File: config.mk
export PLATFORM = sky130hd
export DESIGN_NAME = fp_adder_pipe
export DESIGN_NICKNAME = d
export VERILOG_FILES = /design/src/rtl/fp_adder_pipe.sv
export SDC_FILE = /design/constraint.sdc
export NUM_CORES = 1
export LEC_CHECK = 0
export ABC_AREA = 0
export CORE_MARGIN = 8
export CORE_UTILIZATION = 31
export DETAILED_ROUTE_END_ITERATION = 16
export GPL_TIMING_DRIVEN = 0
export PLACE_DENSITY_LB_ADDON = 0.12
export SLEW_MARGIN = 20
export SYNTH_ARGS = -nofsm -noshare
export SYNTH_HDL_FRONTEND = slang
export SYNTH_SLANG_ARGS = --single-unit
File: constraint.sdc
create_clock -name clk -period 25.9 [get_ports clk]
set_input_delay 2.59 -clock clk [delete_from_list [all_inputs] [get_ports clk]]
set_output_delay 2.59 -clock clk [all_outputs]
set_load 0.005 [all_outputs]
File: src/rtl/fp_adder_pipe.sv
// Pipelined IEEE-754 adder/subtractor (X=32 or 64): input register, align, add, normalise/round.
// Define FP_ADDER_ROUND_NEAREST_EN for round-to-nearest-even; otherwise results are truncated.
module fp_adder_pipe #(
    parameter int X         = 32,
    parameter int EXPO_BITS = (X == 32) ? 8 : 11,
    parameter int MANT_BITS = (X == 32) ? 23 : 52
) (
    input  logic         clk,
    input  logic         rst_n,
    input  logic         in_valid,
    output logic         in_ready,
    input  logic [X-1:0] A,
    input  logic [X-1:0] B,
    input  logic         sub,
    output logic         out_valid,
    input  logic         out_ready,
    output logic [X-1:0] out,
    output logic         overflow,
    output logic         underflow,
    output logic         invalid
);

    localparam int E   = EXPO_BITS;
    localparam int M   = MANT_BITS;
    localparam int F   = M + 4;
    localparam int EW  = E + 2;
    localparam int LZW = $clog2(F + 1);

    localparam logic [E-1:0]          DMAX     = E'(M + 3);
    localparam logic signed [EW-1:0]  EXP_MAX  = EW'((1 << E) - 1);
    localparam logic signed [EW-1:0]  EXP_ZERO = '0;
    localparam logic signed [EW-1:0]  EXP_ONE  = EW'(1);
    localparam logic [X-1:0]          QNAN     = {1'b0, {E{1'b1}}, 1'b1, {(M-1){1'b0}}};

`ifdef FP_ADDER_ROUND_NEAREST_EN
    localparam bit ROUND_NEAREST = 1'b1;
`else
    localparam bit ROUND_NEAREST = 1'b0;
`endif

    logic en;
    assign en       = !out_valid || out_ready;
    assign in_ready = en;

    logic         v0, sub0;
    logic [X-1:0] a0, b0;

    always_ff @(posedge clk or negedge rst_n) begin
        if (!rst_n) begin
            v0   <= 1'b0;
            a0   <= '0;
            b0   <= '0;
            sub0 <= 1'b0;
        end else if (en) begin
            v0   <= in_valid;
            a0   <= A;
            b0   <= B;
            sub0 <= sub;
        end
    end

    // Stage 1: unpack, order by magnitude, align the smaller operand, resolve specials.
    logic           sa, sb, sl, ss, swap;
    logic [E-1:0]   ea, eb, el, es, d;
    logic [M-1:0]   fa, fb, fl, fs;
    logic           a_nan, b_nan, a_inf, b_inf;
    logic [M:0]     sig_l, sig_s;
    logic [2*F-1:0] ext;
    logic [F-1:0]   al_s;
    logic           spec;
    logic [X-1:0]   spec_val;
    logic           spec_inv;

    always_comb begin
        sa    = a0[X-1];
        sb    = b0[X-1] ^ sub0;
        ea    = a0[X-2:M];
        eb    = b0[X-2:M];
        fa    = a0[M-1:0];
        fb    = b0[M-1:0];
        a_nan = (&ea) && (|fa);
        b_nan = (&eb) && (|fb);
        a_inf = (&ea) && !(|fa);
        b_inf = (&eb) && !(|fb);
        swap  = {eb, fb} > {ea, fa};
        sl    = swap ? sb : sa;
        ss    = swap ? sa : sb;
        el    = swap ? eb : ea;
        es    = swap ? ea : eb;
        fl    = swap ? fb : fa;
        fs    = swap ? fa : fb;
        sig_l = (|el) ? {1'b1, fl} : '0;
        sig_s = (|es) ? {1'b1, fs} : '0;
        d     = el - es;
        ext   = {sig_s, 3'b000, {F{1'b0}}} >> d;
        if (d >= DMAX) begin
            al_s = {{(F-1){1'b0}}, |sig_s};
        end else begin
            al_s = {ext[2*F-1:F+1], ext[F] | (|ext[F-1:0])};
        end
        spec     = a_nan || b_nan || a_inf || b_inf;
        spec_val = '0;
        spec_inv = 1'b0;
        if (a_nan || b_nan) begin
            spec_val = QNAN;
        end else if (a_inf && b_inf && (sa != sb)) begin
            spec_val = QNAN;
            spec_inv = 1'b1;
        end else if (a_inf) begin
            spec_val = {sa, {E{1'b1}}, {M{1'b0}}};
        end else if (b_inf) begin
            spec_val = {sb, {E{1'b1}}, {M{1'b0}}};
        end
    end

    logic         v1, spec1, inv1, sl1, ss1;
    logic [X-1:0] sval1;
    logic [E-1:0] el1;
    logic [F-1:0] ml1, ms1;

    always_ff @(posedge clk or negedge rst_n) begin
        if (!rst_n) begin
            v1    <= 1'b0;
            spec1 <= 1'b0;
            inv1  <= 1'b0;
            sval1 <= '0;
            sl1   <= 1'b0;
            ss1   <= 1'b0;
            el1   <= '0;
            ml1   <= '0;
            ms1   <= '0;
        end else if (en) begin
            v1    <= v0;
            spec1 <= spec;
            inv1  <= spec_inv;
            sval1 <= spec_val;
            sl1   <= sl;
            ss1   <= ss;
            el1   <= el;
            ml1   <= {sig_l, 3'b000};
            ms1   <= al_s;
        end
    end

    // Stage 2: magnitude add/subtract; L >= S so the difference is never negative.
    logic       eff_sub, sg;
    logic [F:0] sum;

    always_comb begin
        eff_sub = sl1 ^ ss1;
        sum     = eff_sub ? ({1'b0, ml1} - {1'b0, ms1}) : ({1'b0, ml1} + {1'b0, ms1});
        sg      = (eff_sub && (sum == '0)) ? 1'b0 : sl1;
    end

    logic         v2, spec2, inv2, sg2;
    logic [X-1:0] sval2;
    logic [E-1:0] e2;
    logic [F:0]   sum2;

    always_ff @(posedge clk or negedge rst_n) begin
        if (!rst_n) begin
            v2    <= 1'b0;
            spec2 <= 1'b0;
            inv2  <= 1'b0;
            sval2 <= '0;
            sg2   <= 1'b0;
            e2    <= '0;
            sum2  <= '0;
        end else if (en) begin
            v2    <= v1;
            spec2 <= spec1;
            inv2  <= inv1;
            sval2 <= sval1;
            sg2   <= sg;
            e2    <= el1;
            sum2  <= sum;
        end
    end

    // Stage 3: normalise, round, then range-check the final exponent.
    logic [LZW-1:0]       lz;
    logic                 found, inc, carry, ovf, unf, inv3;
    logic [F-1:0]         norm;
    logic [M:0]           mant;
    logic [M+1:0]         mant_r;
    logic [M-1:0]         frac;
    logic signed [EW-1:0] e_n, e_r;
    logic [X-1:0]         res;

    always_comb begin
        lz    = '0;
        found = 1'b0;
        for (int i = F - 1; i >= 0; i--) begin
            if (!found) begin
                if (sum2[i]) found = 1'b1;
                else         lz = lz + LZW'(1);
            end
        end
        if (sum2[F]) begin
            norm = {sum2[F:2], sum2[1] | sum2[0]};
            e_n  = $signed({2'b00, e2}) + EXP_ONE;
        end else begin
            norm = sum2[F-1:0] << lz;
            e_n  = $signed({2'b00, e2}) - $signed({{(EW-LZW){1'b0}}, lz});
        end
        mant   = norm[F-1:3];
        inc    = ROUND_NEAREST & norm[2] & (norm[1] | norm[0] | mant[0]);
        mant_r = {1'b0, mant} + {{(M+1){1'b0}}, inc};
        carry  = mant_r[M+1];
        frac   = carry ? mant_r[M:1] : mant_r[M-1:0];
        e_r    = e_n + $signed({{(EW-1){1'b0}}, carry});
        res    = '0;
        ovf    = 1'b0;
        unf    = 1'b0;
        inv3   = 1'b0;
        if (spec2) begin
            res  = sval2;
            inv3 = inv2;
        end else if (sum2 == '0) begin
            res = {sg2, {(X-1){1'b0}}};
        end else if (e_r >= EXP_MAX) begin
            res = {sg2, {E{1'b1}}, {M{1'b0}}};
            ovf = 1'b1;
        end else if (e_r <= EXP_ZERO) begin
            res = {sg2, {(X-1){1'b0}}};
            unf = 1'b1;
        end else begin
            res = {sg2, e_r[E-1:0], frac};
        end
    end

    always_ff @(posedge clk or negedge rst_n) begin
        if (!rst_n) begin
            out_valid <= 1'b0;
            out       <= '0;
            overflow  <= 1'b0;
            underflow <= 1'b0;
            invalid   <= 1'b0;
        end else if (en) begin
            out_valid <= v2;
            out       <= v2 ? res  : '0;
            overflow  <= v2 ? ovf  : 1'b0;
            underflow <= v2 ? unf  : 1'b0;
            invalid   <= v2 ? inv3 : 1'b0;
        end
    end

endmodule

# Word level (Yosys, flattened, before mapping)
# Index checks and enable logic that the tools add are counted.
# W data, S select, Z words.
# totals
out_inout_bits,37
in_bits,69
regBits,270
wordCells,230
# op_classes
n_mux,139
bitwise_logic,4
reduce_logical,24
n_addsub,31
eq_ne,1
n_lt_le_gt_ge,4
shifts,2
# ops
operator,count
$mux W5,52
$mux W32,6
$add A5 B1 Y5 const B,26
$mux W31,3
$mux W1,68
$logic_not A28 Y1,2
$shr A54 B8 Y54,1
$mux W24,2
$mux W23,2
$reduce_or A23 Y1,2
$gt A31 B31 Y1,1
$add A27 B27 Y28,1
$mux W28,1
$sub A27 B27 Y28,1
$mux W27,1
$reduce_or A27 Y1,1
$shl A27 B5 Y26,1
$mux W26,1
$reduce_or A24 Y1,1
$mux W8,2
$reduce_and A8 Y1,2
$reduce_or A8 Y1,2
$ge A10 B9 Y1 const B,1
$le A10 B1 Y1 const B,1
other kinds (11),24

# Longest topological paths before layout
# Gate-level depths: netlist of run 1.
# logic_depth
depth_word,87
mapped_depth,79
ltp_nobuf,75

# Worst setup path before layout of run 1
# No wires, ideal clock.
# synth_path
path_kind,register -> register
start,register sum2[24]
end,register out[15]
required_ps,25812
n_path_buf,3
slack_ps,11274
arrival_time_ps,14539
stages_incl_launch_ff,76
setup_time_ps,88
period_less_slack_ps,14626
path_cell_list,dfrtp_1 clkbuf_1 nor2b_1 nor2_1 ha_1 o21a_1 ha_1 nor2b_1 o21ai_0 mux2i_1 o21ai_0 ha_1 mux2_2 o21ai_0 a21oi_1 a221oi_1 a31oi_1 ha_1 [... 40 more ...] nor2_1 xnor2_1 clkbuf_1 ha_1 a21oi_1 nor2b_1 or3_1 a21oi_1 a21oi_1 nand3_1 nor4_1 and3_1 o21a_1 or2_2 clkbuf_1 nor4_1 o21ai_0 a22oi_1
# synth_between
elab_chain_cells,82
elab_cells_between_ends,111
cone_classes,25 x add/sub; 2 x order compare; 1 x shift; 82 x mux; 1 x reduce/logical
# synth_rtl
element,line,text
"start, declared",158,logic [F:0] sum2;
"start signal, assigned",176,sum2 <= sum;
$mux W5,195,if (sum2[i]) found = 1'b1;
$mux W5,194,if (!found) begin
$add A5 B1 Y5,196,else lz = lz + LZW'(1);
$mux W5,195,
$mux W5,194,
$add A5 B1 Y5,196,
$mux W5,195,
$mux W5,194,
[... 66 more ...],-,
$sub A8 B5 Y9,204,"e_n = $signed({2'b00, e2}) - $signed({{(EW-LZW){1'b0}}, lz});"
$mux W10,199,if (sum2[F]) begin
$le A10 B1 Y1,224,end else if (e_r <= EXP_ZERO) begin
$mux W31,224,
$mux W31,221,end else if (e_r >= EXP_MAX) begin
$mux W31 *,219,end else if (sum2 == '0) begin
$mux W32 *,216,if (spec2) begin
$mux W32 *,241,out <= v2 ? res : '0;
"end signal, assigned",241,
"end, declared",17,"output logic [X-1:0] out,"
# Mark *: on every way between the ends. The rest lies on a longest branch, timed or not.
# A chain may end at the register's enable or synchronous reset.

# Final worst setup path of run 1
# layout_path
start,register sum2[24]
end,register out[8]
# The elaborated chain is that of the path after synthesis.

==> results of run 1 <==
==> per-layer routing <==
layer  share of wire  up-vias  routed length [um]  track usage
li1                -     8890                   -            -
met1            0.44     8974               33100        0.268
met2            0.48      494               36000        0.363
met3           0.042      131                3120       0.0218
met4           0.039        0                2920       0.0768
met5               0        -                   0            0
==> worst register-to-register path: cells and delay by family, from the launching register on <==
family | cells | cell delay [ns]
AOI/OAI and AO/OA | 25 | 5.22
adders and majority gates | 14 | 4.38
and+or+nand+nor | 22 | 3.86
muxes | 8 | 1.60
buffers and inverters | 5 | 1.53
xor gates and xnor gates | 3 | 0.99
DFF | 1 | 0.31
==> final cells by class <==
class,instances,area share
multi-input cells,1936,0.577
flip-flops and latches,212,0.242
repair buffers,108,0.0511
well taps,782,0.0447
clock buffers,40,0.0358
plain buffers,142,0.0258
inverters,117,0.0201
clock inverters,6,0.00320
==> sequential cells by signal, indices dropped and copies added, names as in the netlist, 3 cells and up <==
signal / flops
a0: 32
b0: 32
e2: 8
el1: 8
ml1: 24
ms1: 27
out: 32
sum2: 28
sval1: 3
sval2: 3
==> through the flow <==
step	hold WS, ns	instance area (um2)
after floorplan	0.438	18900
after global placement	0.455	21000
after detailed placement	0.457	21000
after CTS	0.470	21900
after global routing	0.490	21900
final	0.467	21900
==> placed cells by master, fill, tap and decap left out, types with 14 or more instances in the layout <==
cell / netlist / layout
a31oi_1: 16 / 16
nand2b_1: 25 / 25
and2_1: 17 / 17
nor3_1: 64 / 64
o21a_1: 15 / 15
inv_1: 114 / 114
xor2_1: 18 / 18
mux2_2: 24 / 24
a2111oi_0: 14 / 14
a22oi_1: 17 / 17
nand2_1: 406 / 406
o211ai_1: 16 / 16
o31ai_1: 21 / 21
clkdlybuf4s50_1: 0 / 104
nand4_1: 24 / 24
nor4_1: 28 / 27
nor2_1: 197 / 197
ha_1: 111 / 111
clkbuf_1: 112 / 118
clkbuf_16: 0 / 26
nand3_1: 60 / 60
o21ai_0: 175 / 175
mux2i_1: 136 / 136
a21oi_1: 162 / 162
buf_1: 14 / 14
dfrtp_1: 212 / 212
xnor2_1: 55 / 55
o22ai_1: 20 / 20
and3_1: 18 / 18
nor2b_1: 29 / 29
a221oi_1: 17 / 17
a21o_1: 19 / 19
==> worst paths after layout <==
kind	startpoint	end	slack (ns)	depth (start not counted)
setup / recovery	sum2[24]$_DFFE_PN0P_	out[8]$_DFFE_PN0P_	7.91	77
hold / removal	sval2[31]$_DFFE_PN0P_	sval2[31]$_DFFE_PN0P_	0.47	2
setup reg to reg	sum2[24]$_DFFE_PN0P_	out[8]$_DFFE_PN0P_	7.91	77
hold reg to reg	sval2[31]$_DFFE_PN0P_	sval2[31]$_DFFE_PN0P_	0.47	2
max in group asynchronous	rst_n	sum2[15]$_DFFE_PN0P_	23.22	2
min in group asynchronous	rst_n	b0[9]$_DFFE_PN0P_	1.88	1
==> cell families after synthesis <==
group | share of synthesized area
AOI/OAI and AO/OA | 0.214
buffers and inverters | 0.0530
xor gates and xnor gates | 0.0496
and+or+nand+nor | 0.228
adders and majority gates | 0.0797
muxes | 0.0963
DFF | 0.280
==> where the power goes <==
part	leakage [nW]	switching, W	total [W]	internal (W)
logic	6.14	0.00163	0.00251	0.000883
registers	2.66	0.000141	0.000588	0.000448
clock network	0.422	0.000153	0.000370	0.000217
==> metrics.md, run 1 <==
| Metric | Value |
|---|---|
| Crit path max fanout | 10 |
| Clk_skew | 0.0128 ns |
| DRT Pass-1 Iters | 5 |
| H-tree levels | 1 |
| Die width | 263 um |
| Core area | 60,400 um2 |
| Die Y | 263 um |
| CTS tree | done |
| Crit Path Class | flip-flop to flip-flop |
| Outcome | completed |
| Max Slew Vio Count | 0 |
| Initial DRC Count | 1,289 |
| Finished Layout Cells | 3,343 |
| Nets | 2,725 |
| Die Footprint | 69,300 um2 |
| Fin. Hold Viols | 0 |
| Crit-path max cell delay | 0.72 ns |
| Most numerous cell in the Yosys netlist | nand2_1 |
| Total CTS buffers | 26 |
| # DRC | 0 |
| Clk pin slew, worst setup/hold paths | 0.06 ns |
| Initial core utilization | 0.314 |
| Area delta synth->final | 15.6% |
| Post-DRT Antenna Nets | 0 |
| CP bufs+invs | 5 |
| Vias | 18,489 |
| Top-area cell type share of the netlist area | 0.280 |
| EDFF count, synth | 0 |
| Yosys top cell by area | dfrtp_1 |
| Hold Buf Count CTS | 0 |
| Total track usage | 0.210 |
| Pre-CTS setup slack | 8.23 ns |
| Port Buf Inserts | 105 |
| CP top delay family | compound AO/OA/AOI/OAI gates |
| Post-DP HPWL | 60.2 mm |
| Placed Instances | 3,297 |
| Post-Syn Instances | 2,407 |
| Post-synthesis instance area | 18,900 um2 |
| CP required | 26.36 ns |
| DR vias/cell | 5.53 |
| Most used cell, CP | ha_1 |
| Rows | 90 |
| Crit-path slowest cell | xnor2_1 |
| Ys Warns | 0 |
| Worst-Skew Late Latency | 0.57 ns |
| Synthesized area per cell | 7.87 um2 |
| #FFs+latches synth | 212 |
| Cell Pwr Density | 159 nW/um2 |
| Final worst slack | 7.91 ns |
| Final period utilization | 0.694 |
| Setup Total Neg Slack | 0 ns |
| Sink Count | 212 |
| Tmin final | 17.99 ns |
| Post-synth top cells | nand2_1, dfrtp_1, nor2_1, o21ai_0, a21oi_1 |
| Resized Gates After CTS | 0 |
| Grt ovf | 0 |
| Final setup fails | 0 |
| Actual slew at the worst max-slew pin | 1.07 ns |
| Syn Nets | 2,589 |
| IO Count | 106 |
| Most area-consuming cells after synthesis | dfrtp_1, nand2_1, ha_1, mux2i_1, o21ai_0 |
| Synth unique cells | 103 |
| WP data arrival | 18.45 ns |
| Min-Delay Path Class | flip-flop to flip-flop |
| Slew margin rel. | 0.287 |
| Max Cap Viol | 0 |
| First-pass GRT wire length | 115 mm |
| Storage cell area | 5310 um2 |
| Design Power | 0.00347 W |
| Multi-input logic area | 12,600 um2 |
| Total Wirelength | 75.1 mm |
| CTS Root Cell | clkbuf_16 |
| FMAX | 55.6 MHz |
| Initial antenna violation count | 0 |
| Worst setup EP type | flip-flop |
| CP startpoint kind | flip-flop |
| Worst vdd ir | 0.0000665 V |
| Routed len/inst | 22.5 um |
| Max Root-Sink Buffers | 3 |
| Layout cell share with drive strength beyond 1 | 0.0578 |
| Final GP Congestion | 0.941 |
| Leakage power | 9.22 nW |
| Register area share after synthesis | 0.280 |
| Vias in the first global route | 18,751 |
| Unrepaired setup endpoints after global routing | no |
| Async set or reset register ratio after synthesis | 1.00 |
| Post-CTS setup buffers | 0 |
| Diode count | 0 |
| Fillers | 6,508 |
| Prevailing post-synth register cell | dfrtp_1 |
| Final Core Density | 0.363 |
| Pin count of the biggest net entering global routing | 92 |
Note: power is estimated with default switching activity, not from simulation.
==> run 2: changes to the inputs <==
==> constraint.sdc (replaced) <==
create_clock -name clk -period 14.9 [get_ports clk]
set_input_delay 1.49 -clock clk [delete_from_list [all_inputs] [get_ports clk]]
set_output_delay 1.49 -clock clk [all_outputs]
set_load 0.005 [all_outputs]
==> metrics.md, run 2 (synthesized netlist as in run 1, its figures left out) <==
| Metric | Value |
|---|---|
| Fin Hold WS | 0.467 ns |
| Worst setup EP type | flip-flop |
| DR vias/cell | 5.55 |
| CP startpoint kind | flip-flop |
| Top Registers | a0 (32), b0 (32), out (32) |
| Fillers | 6,454 |
| Final GP Congestion | 0.941 |
| Worst-Skew Late Latency | 0.57 ns |
| CTS Root Cell | clkbuf_16 |
| Sink Count | 212 |
| # DRC | 0 |
| R2R Path End | out[11]$_DFFE_PN0P_ |
| Post-DP HPWL | 60.2 mm |
| Worst reg-to-reg path cell count | 72 |
| Crit Path Class | flip-flop to flip-flop |
| Core area | 60,400 um2 |
| H-tree levels | 1 |
| Crit-path max cell delay | 0.61 ns |
| Port Buf Inserts | 105 |
| DRT Pass-1 Iters | 5 |
| Commonest non-fill, non-tap cell in the layout | nand2_1 |
| Die width | 263 um |
| CP required | 15.37 ns |
| CP Launch Point | sum2[23]$_DFFE_PN0P_ |
| Diode count | 0 |
| Total CTS buffers | 26 |
| Final period utilization | 0.961 |
| FMAX | 69.9 MHz |
| Layout cell share with drive strength beyond 1 | 0.0869 |
| Initial antenna violation count | 0 |
| Cell Pwr Density | 275 nW/um2 |
| Commonest cells after routing, fill and taps aside | nand2_1, dfrtp_1, nor2_1, o21ai_0, a21oi_1 |
| Sw frac | 0.551 |
| Rows | 90 |
| Pin count of the biggest net entering global routing | 92 |
| Area delta synth->final | 18.7% |
| Vias | 18,700 |
| Initial DRC Count | 1,328 |
| Nets | 2,752 |
| P_int | 0.00278 W |
| Max Slew Vio Count | 0 |
| Total track usage | 0.210 |
| Design Power | 0.00619 W |
| Tmin final | 14.32 ns |
| Initial core utilization | 0.314 |
| Grt ovf | 0 |
| CP endpoint | out[11]$_DFFE_PN0P_ |
| Crit-path slowest cell | dfrtp_1 |
| Clk pin slew, worst setup/hold paths | 0.07 ns |
| Leakage power | 9.43 nW |
| Total Wirelength | 76.1 mm |
| Final setup fails | 0 |
| IO Count | 106 |
| Multi-input logic area | 12,900 um2 |
| Actual slew at the worst max-slew pin | 1.07 ns |
| Crit path max fanout | 10 |
| Sw Pwr | 0.00341 W |
| Min-Delay Path Class | flip-flop to flip-flop |
| WP data arrival | 14.78 ns |
| Final worst slack | 0.584 ns |
| First-pass GRT wire length | 116 mm |
| Pre-CTS setup slack | -2.77 ns |
| Worst vdd ir | 0.000115 V |
| Vias in the first global route | 18,775 |
| Max Cap Viol | 0 |
| Comb pwr share | 0.729 |
| Slew margin rel. | 0.280 |
| Clk_skew | 0.0128 ns |
| Outcome | completed |
| Routed len/inst | 22.6 um |
| Sequential Power Share | 0.166 |
| Storage cell area | 5310 um2 |
| CTS tree | done |
| Most used cell, CP | ha_1 |
| Die Footprint | 69,300 um2 |
| Worst r2r src | sum2[23]$_DFFE_PN0P_ |
| Fin. Hold Viols | 0 |
| Post-DRT Antenna Nets | 0 |
| Clock share of power | 0.104 |
| FF-to-FF setup slack | 0.58 ns |
| Max Root-Sink Buffers | 3 |
| Die Y | 263 um |
## run 2: cell count changes in the layout (fill, tap and decap cells not counted), moves of 4 or more
cell,delta
a21oi_2,+4
ha_4,+5
o21ai_0,-7
o21ai_2,+5
a21oi_1,-4
buf_4,+28
clkbuf_1,-6
nor2b_1,-5
ha_1,-5
## run 2: through the flow
step,setup TNS [ns],utilization,instance area [um2],instances
after floorplan,0,-,18900,2407
after CTS,0,0.365,22000,3348
after global routing,-0.226,0.372,22500,3370
final,0,0.372,22500,3370
after global placement,-74.98,0.347,21000,3294
after detailed placement,-69.61,0.349,21000,3297
## run 2: final cells by class
class                      count  area share
multi-input combinational   1936       0.575
timing repair buffer         138      0.0610
sequential                   212       0.236
buffer                       139      0.0268
inverter                     117      0.0197
clock inverter                 6     0.00312
clock buffer                  40      0.0349
tap                          782      0.0435
## run 2: repair_timing
item | 4_1_cts | 5_1_grt
endpoints found under the setup margin | 33 | 30
hold buffers | 0 | 0
cloned | 0 | 2
pin swaps | 8 | 30
gates resized for setup | 32 | 53
buffers inserted | 8 | 20
## run 2: worst min path at each step
| stage | startpoint | slack [ns] | end | cells after the start |
|---|---|---|---|---|
| final | sval2[31]$_DFFE_PN0P_ | 0.47 | sval2[31]$_DFFE_PN0P_ | 2 |
| after global routing | el1[1]$_DFFE_PN0P_ | 0.49 | e2[1]$_DFFE_PN0P_ | 2 |
| after CTS | inv2$_DFFE_PN0P_ | 0.47 | inv2$_DFFE_PN0P_ | 2 |
| after detailed placement | inv2$_DFFE_PN0P_ | 0.46 | inv2$_DFFE_PN0P_ | 2 |
| after global placement | out[23]$_DFFE_PN0P_ | 0.46 | out[23]$_DFFE_PN0P_ | 2 |
| after floorplan | sval2[31]$_DFFE_PN0P_ | 0.44 | sval2[31]$_DFFE_PN0P_ | 2 |
## run 2: worst max-delay path: cells and delay by family, from the launching register on
| family | cells | cell delay (ns) |
|---|---|---|
| AO/OA/AOI/OAI | 23 | 3.83 |
| XOR/XNOR | 3 | 0.64 |
| adder cells (fa/ha/maj) | 13 | 3.53 |
| buffers and inverters | 4 | 0.68 |
| flip-flops | 1 | 0.61 |
| multiplexers | 8 | 1.56 |
| AND/OR/NAND/NOR | 21 | 3.33 |
## run 2: routing by layer
layer / track usage / part of all wire / vias to the layer above
li1: - / - / 8944
met1: 0.269 / 0.44 / 9108
met2: 0.364 / 0.48 / 509
met3: 0.0221 / 0.042 / 139
met4: 0.0777 / 0.040 / 0
met5: 0 / 0 / -
## run 2: power groups by stage
stage | Sequential, W | Combinational, W | Clock (W)
final | 0.00103 | 0.00451 | 0.000644
after global routing | 0.00106 | 0.00490 | 0.000682
after CTS | 0.00102 | 0.00437 | 0.000663
after detailed placement | 0.00103 | 0.00432 | 0
after global placement | 0.00103 | 0.00433 | 0
after floorplan | 0.000926 | 0.00295 | 0
